[src/rtl/fsm_step_arbiter_pkg.sv]
// Shared types and default widths for the single-step FSM arbiter.
package fsm_step_arbiter_pkg;

    localparam int DEF_X_W   = 16;
    localparam int DEF_Y_W   = 17;
    localparam int DEF_CNT_W = 16;

    typedef enum logic [1:0] {
        IDLE     = 2'd0,
        CORE_RST = 2'd1,
        ISSUE    = 2'd2,
        RESP     = 2'd3
    } step_state_t;

endpackage

[src/rtl/fsm_step_arbiter_rr_arb2.sv]
// Two-way round-robin arbiter; the requester that did not win last time has priority.
module rr_arb2 (
    input  logic [1:0] req,
    input  logic       last_grant,
    output logic [1:0] gnt,
    output logic       gnt_id
);

    // Pick the winner among the valid requesters
    always_comb begin
        gnt    = 2'b00;
        gnt_id = 1'b0;
        if (req == 2'b11) begin
            gnt_id = ~last_grant;
            gnt    = last_grant ? 2'b01 : 2'b10;
        end else if (req[1]) begin
            gnt_id = 1'b1;
            gnt    = 2'b10;
        end else if (req[0]) begin
            gnt_id = 1'b0;
            gnt    = 2'b01;
        end
    end

endmodule

[src/rtl/fsm_step_arbiter.sv]
// Grants exclusive single-step access to a shared FSM core: optional core reset,
// one enabled clock with the requester's vector, then a held response.
module fsm_step_arbiter
    import fsm_step_arbiter_pkg::*;
#(
    parameter int X_W        = DEF_X_W,
    parameter int Y_W        = DEF_Y_W,
    parameter int RST_CYCLES = 2,
    parameter int CNT_W      = DEF_CNT_W
) (
    input  logic             clk,
    input  logic             rst,
    input  logic             req0_valid,
    output logic             req0_ready,
    input  logic [X_W-1:0]   req0_x,
    input  logic             req0_init,
    input  logic             req1_valid,
    output logic             req1_ready,
    input  logic [X_W-1:0]   req1_x,
    input  logic             req1_init,
    output logic             resp_valid,
    input  logic             resp_ready,
    output logic             resp_id,
    output logic [Y_W-1:0]   resp_y,
    output logic [CNT_W-1:0] resp_cnt,
    output logic [X_W-1:0]   core_x,
    output logic             core_en,
    output logic             core_rst,
    input  logic [Y_W-1:0]   core_y
);

    localparam int RC_W = (RST_CYCLES > 1) ? $clog2(RST_CYCLES) : 1;

    step_state_t      state_q, state_d;
    logic             last_grant_q, last_grant_d;
    logic             owner_q, owner_d;
    logic [X_W-1:0]   lat_x_q, lat_x_d;
    logic [RC_W-1:0]  rst_cnt_q, rst_cnt_d;
    logic [CNT_W-1:0] cnt0_q, cnt0_d, cnt1_q, cnt1_d;
    logic             resp_valid_q, resp_valid_d;
    logic             resp_id_q, resp_id_d;
    logic [Y_W-1:0]   resp_y_q, resp_y_d;
    logic [CNT_W-1:0] resp_cnt_q, resp_cnt_d;
    logic [X_W-1:0]   core_x_q, core_x_d;
    logic             core_en_q, core_en_d;
    logic             core_rst_q, core_rst_d;

    logic [1:0]       gnt;
    logic             gnt_id;
    logic             take;
    logic [X_W-1:0]   sel_x;
    logic             sel_init;
    logic [CNT_W-1:0] cnt_inc;

    // Step counters stick at all-ones instead of wrapping
    function automatic logic [CNT_W-1:0] sat_inc(input logic [CNT_W-1:0] v);
        return (&v) ? v : v + 1'b1;
    endfunction

    rr_arb2 u_arb (
        .req        ({req1_valid, req0_valid}),
        .last_grant (last_grant_q),
        .gnt        (gnt),
        .gnt_id     (gnt_id)
    );

    assign req0_ready = (state_q == IDLE) && gnt[0];
    assign req1_ready = (state_q == IDLE) && gnt[1];
    assign take       = (state_q == IDLE) && (gnt != 2'b00);
    assign sel_x      = gnt_id ? req1_x : req0_x;
    assign sel_init   = gnt_id ? req1_init : req0_init;
    assign cnt_inc    = sat_inc(owner_q ? cnt1_q : cnt0_q);

    // Next-state and next-output computation for the step sequence
    always_comb begin
        state_d      = state_q;
        last_grant_d = last_grant_q;
        owner_d      = owner_q;
        lat_x_d      = lat_x_q;
        rst_cnt_d    = rst_cnt_q;
        cnt0_d       = cnt0_q;
        cnt1_d       = cnt1_q;
        resp_valid_d = resp_valid_q;
        resp_id_d    = resp_id_q;
        resp_y_d     = resp_y_q;
        resp_cnt_d   = resp_cnt_q;
        core_x_d     = core_x_q;
        core_en_d    = 1'b0;
        core_rst_d   = core_rst_q;
        unique case (state_q)
            IDLE: begin
                if (take) begin
                    last_grant_d = gnt_id;
                    owner_d      = gnt_id;
                    lat_x_d      = sel_x;
                    if (sel_init) begin
                        state_d    = CORE_RST;
                        core_rst_d = 1'b1;
                        rst_cnt_d  = RC_W'(RST_CYCLES - 1);
                        if (gnt_id) cnt1_d = '0;
                        else        cnt0_d = '0;
                    end else begin
                        state_d   = ISSUE;
                        core_en_d = 1'b1;
                        core_x_d  = sel_x;
                    end
                end
            end
            CORE_RST: begin
                if (rst_cnt_q == '0) begin
                    state_d    = ISSUE;
                    core_rst_d = 1'b0;
                    core_en_d  = 1'b1;
                    core_x_d   = lat_x_q;
                end else begin
                    rst_cnt_d = rst_cnt_q - 1'b1;
                end
            end
            ISSUE: begin
                state_d      = RESP;
                resp_valid_d = 1'b1;
                resp_y_d     = core_y;
                resp_cnt_d   = cnt_inc;
                resp_id_d    = owner_q;
                if (owner_q) cnt1_d = cnt_inc;
                else         cnt0_d = cnt_inc;
            end
            RESP: begin
                if (resp_ready) begin
                    state_d      = IDLE;
                    resp_valid_d = 1'b0;
                end
            end
            default: state_d = IDLE;
        endcase
    end

    // State, counters and registered outputs; rst returns everything to idle-zero
    always_ff @(posedge clk) begin
        if (rst) begin
            state_q      <= IDLE;
            last_grant_q <= 1'b1;
            owner_q      <= 1'b0;
            lat_x_q      <= '0;
            rst_cnt_q    <= '0;
            cnt0_q       <= '0;
            cnt1_q       <= '0;
            resp_valid_q <= 1'b0;
            resp_id_q    <= 1'b0;
            resp_y_q     <= '0;
            resp_cnt_q   <= '0;
            core_x_q     <= '0;
            core_en_q    <= 1'b0;
            core_rst_q   <= 1'b0;
        end else begin
            state_q      <= state_d;
            last_grant_q <= last_grant_d;
            owner_q      <= owner_d;
            lat_x_q      <= lat_x_d;
            rst_cnt_q    <= rst_cnt_d;
            cnt0_q       <= cnt0_d;
            cnt1_q       <= cnt1_d;
            resp_valid_q <= resp_valid_d;
            resp_id_q    <= resp_id_d;
            resp_y_q     <= resp_y_d;
            resp_cnt_q   <= resp_cnt_d;
            core_x_q     <= core_x_d;
            core_en_q    <= core_en_d;
            core_rst_q   <= core_rst_d;
        end
    end

    assign resp_valid = resp_valid_q;
    assign resp_id    = resp_id_q;
    assign resp_y     = resp_y_q;
    assign resp_cnt   = resp_cnt_q;
    assign core_x     = core_x_q;
    assign core_en    = core_en_q;
    assign core_rst   = core_rst_q;

endmodule

[config.mk]
export PLATFORM = sky130hd
export DESIGN_NAME = fsm_step_arbiter
export DESIGN_NICKNAME = d
export VERILOG_FILES = /design/src/rtl/fsm_step_arbiter_pkg.sv /design/src/rtl/fsm_step_arbiter_rr_arb2.sv /design/src/rtl/fsm_step_arbiter.sv
export SDC_FILE = /design/constraint.sdc
export NUM_CORES = 1
export LEC_CHECK = 0
export CORE_AREA = 4 4 112 114
export CTS_BUF_LIST = sky130_fd_sc_hd__clkbuf_8 sky130_fd_sc_hd__clkbuf_16
export CTS_CLUSTER_SIZE = 24
export DETAILED_ROUTE_END_ITERATION = 10
export DIE_AREA = 0 0 116 118
export DONT_BUFFER_PORTS = 1
export HOLD_SLACK_MARGIN = 0.15
export PLACE_DENSITY_LB_ADDON = 0.05
export RECOVER_POWER = 50
export SYNTH_ARGS = -nofsm -noshare
export SYNTH_HDL_FRONTEND = slang
export SYNTH_SLANG_ARGS = --single-unit
[constraint.sdc]
create_clock -name clk -period 6.3 [get_ports clk]
set_input_delay 1.89 -clock clk [delete_from_list [all_inputs] [get_ports clk]]
set_output_delay 1.89 -clock clk [all_outputs]
set_load 0.1 [all_outputs]
==> summary.md <==
| Metric | Value |
|---|---|
| GPL Wtd Cong | between 0.8 and 0.9 |
| Via density | around 5.6 |
| Vias post-DR | 3,645 |
| Clk slew on worst S/H paths | 0.07 ns |
| Final setup viols | 0 |
| Critical path arrival | between 3 and 4 ns |
| Sequential fraction of the synthesis area | 0.428 |
| Clock sink count | 106 |
| Bufs on Longest Clock Path | 2 |
| Status | finished with violations |
| Worst R2R Start | state_q[0] |
| Syn Inst Count | around 530 |
| CP Capture Type | primary output |
| Top Family by Delay on Critical Path | simple AND/OR/NAND/NOR gates |
| Die Area | approximately 0.014 mm2 |
| DRC viols | 0 |
| Tot Pwr | 2.59 mW |
| Worst-path fanout max | 4 |
| Ant diodes | 0 |
| Post-synth EDFFs | 0 |
| Initial antenna violation count | 0 |
| Number of max-cap violations | 3 |
| Global-route wire length before repair | about 19,000 um |
| Largest stage delay, worst path | between 1 and 1.5 ns |
| Fin util | 0.458 |
| Violated checks | max-capacitance violations, max-slew violations |
| Antenna viol nets, final | 0 |
| # hold bufs at CTS | 0 |
| Synthesized area per cell | between 9 and 10 um2 |
| CP Launch Type | primary input |
| Die Y | between 100 and 150 um |
| Num CTS Buffers | 9 |
| Post-synthesis async set-or-reset flop share | 0 |
| Largest net degree at the start of global routing | 88 |
| Port Buffers | 0 |
| All-layer global routing usage | 0.175 |
| Yosys cell types | a little over 60 |
| Register bit total from synthesis | around 110 |
| # Post-CTS Setup Buffers | 0 |
| Synth warn | 0 |
| H-tree levels | 3 |
| Power density cells | 494 mW/mm2 |
| CP required | ~4.4 ns |
| Min-Delay Startpoint | cnt1_q[11] |
| CTS root buf | clkbuf_16 |
| Worst vdd ir | 0.374 mV |
| Fin crit share | 0.818 |
| Crit-path cells | a21boi_0, and2_0 |
| CP max-delay cell | and2_0 |
| Most common cell after layout, fill and taps aside | dfxtp_1 |
| HPWL Detailed | a little under 8000 um |
| Initial Utilization | 0.434 |
| Vias in the first global route | ~3,600 |
| Dpl cell area | about 0.0050 mm2 |
| CTS tree | yes |
| Chip Width | about 120 um |
| Min-Delay Path Class | reg2reg |
| Initial DRC Count | 172 |
| Setup TNS | 0 ns |
| Synthesized area | a little under 0.005 mm2 |
| Post-synth top flop | dfxtp_1 |
| Placeable Area | 0.0114 mm2 |
| Lkg Pwr | around 2 nW |
| Final Hold Viols | 0 |
| WL final | 11,400 um |
| Fin crit period | a little over 5 ns |
| # rows | 39 |
| Unrepaired setup endpoints after global routing | no |
| Maximum achievable frequency | slightly below 200 MHz |
| Num ports | around 110 |
| Buffers & Inverters on Critical Path | 0 |
| Slew Limit Fails | 63 |
| First-pass detailed-route iteration total | 4 |
| Actual slew at the worst max-slew pin | 1.83 ns |
| Top-area cell type share of the netlist area | 0.428 |
| WL/cell | 17.5 um |
| Layout cells sized above 1 | 0.0706 |
| GRT Residual Overflow | 0 |
| Finished Cell Area | approximately 0.0052 mm2 |
| Commonest non-fill, non-tap cells in the layout | 106 x dfxtp_1, 72 x nor2_1, 69 x mux2i_1 |
| Top post-synthesis cells by area | dfxtp_1 43%, mux2i_1 14%, nor2_1 5.5% |
| Setup Skew | approximately 0.011 ns |
| CP Launch Point | req1_valid |
| Post-cts gate resize count | 0 |
| Area Overhead vs Synth | 5.63% |
| Critical path class | in2out |
| Synth area leader | dfxtp_1 |
| Slew headroom | -0.218 |
| Final net count | 567 |
| Syn nets | roughly 590 |
| Clock latency on the worst-skew pair | 0.35 ns |
==> final timing paths <==
kind,to,slack (ns),cells after the start
setup / recovery,req1_ready,1.14,2
hold / removal,cnt1_q[11],0.45,2
setup reg to reg,cnt1_q[12],2.00,8
hold reg to reg,cnt1_q[11],0.45,2
==> cells in the mapped netlist (all sizes together) (5+ instances only) <==
cell	count
ha	5
mux2i	69
a211oi	19
nand3	13
o21ai	24
xnor2	5
mux2	9
nor2	74
a22o	21
buf	13
nand2b	5
nand2	50
nand3b	5
dfxtp	106
a21oi	18
a21o	5
inv	9
clkbuf	23
==> sequential cells by signal, indices dropped and copies added (netlist names) <==
signal and count:
core_rst 1, resp_cnt 16, rst_cnt_q 1, cnt0_q 16, resp_y 17, resp_id 1
owner_q 1, lat_x_q 16, last_grant_q 1, resp_valid 1, cnt1_q 16, state_q 2
core_en 1, core_x 16
==> metal layers <==
metal	GRT usage	up-vias	routed length, um
li1	-	1828	-
met1	0.225	1711	4930
met2	0.270	96	5440
met3	0.0740	10	914
met4	0.0421	0	123
met5	0	-	0
==> where the power goes <==
part           total [mW]  switching, mW  internal [mW]
clock network       0.593          0.246          0.347
registers            1.33          0.542          0.786
logic               0.668          0.428          0.240
==> cells by family after synthesis <==
group / share of synthesized area
adders and majority gates: 0.0126
xor gates and xnor gates: 0.0124
DFF: 0.428
AOI/OAI and AO/OA: 0.175
muxes: 0.160
buffers and inverters: 0.0452
and+or+nand+nor: 0.167
==> through the flow <==
stage	instances	hold slack, ns	setup WS (ns)
floorplan	528	0.428	1.11
global placement	638	0.439	1.57
detailed placement	638	0.440	1.54
CTS	653	0.451	1.54
global route	653	0.467	1.10
finish	653	0.452	1.14
==> cell type report <==
type	instances	area, um2
multi-input cells	377	2570
well taps	143	179
clock inverters	6	88.8
inverters	9	33.8
clock buffers	9	225
fillers	1136	6180
flip-flops and latches	106	2120
repair buffers	3	11.3
Power figures use the tool's default switching activity.
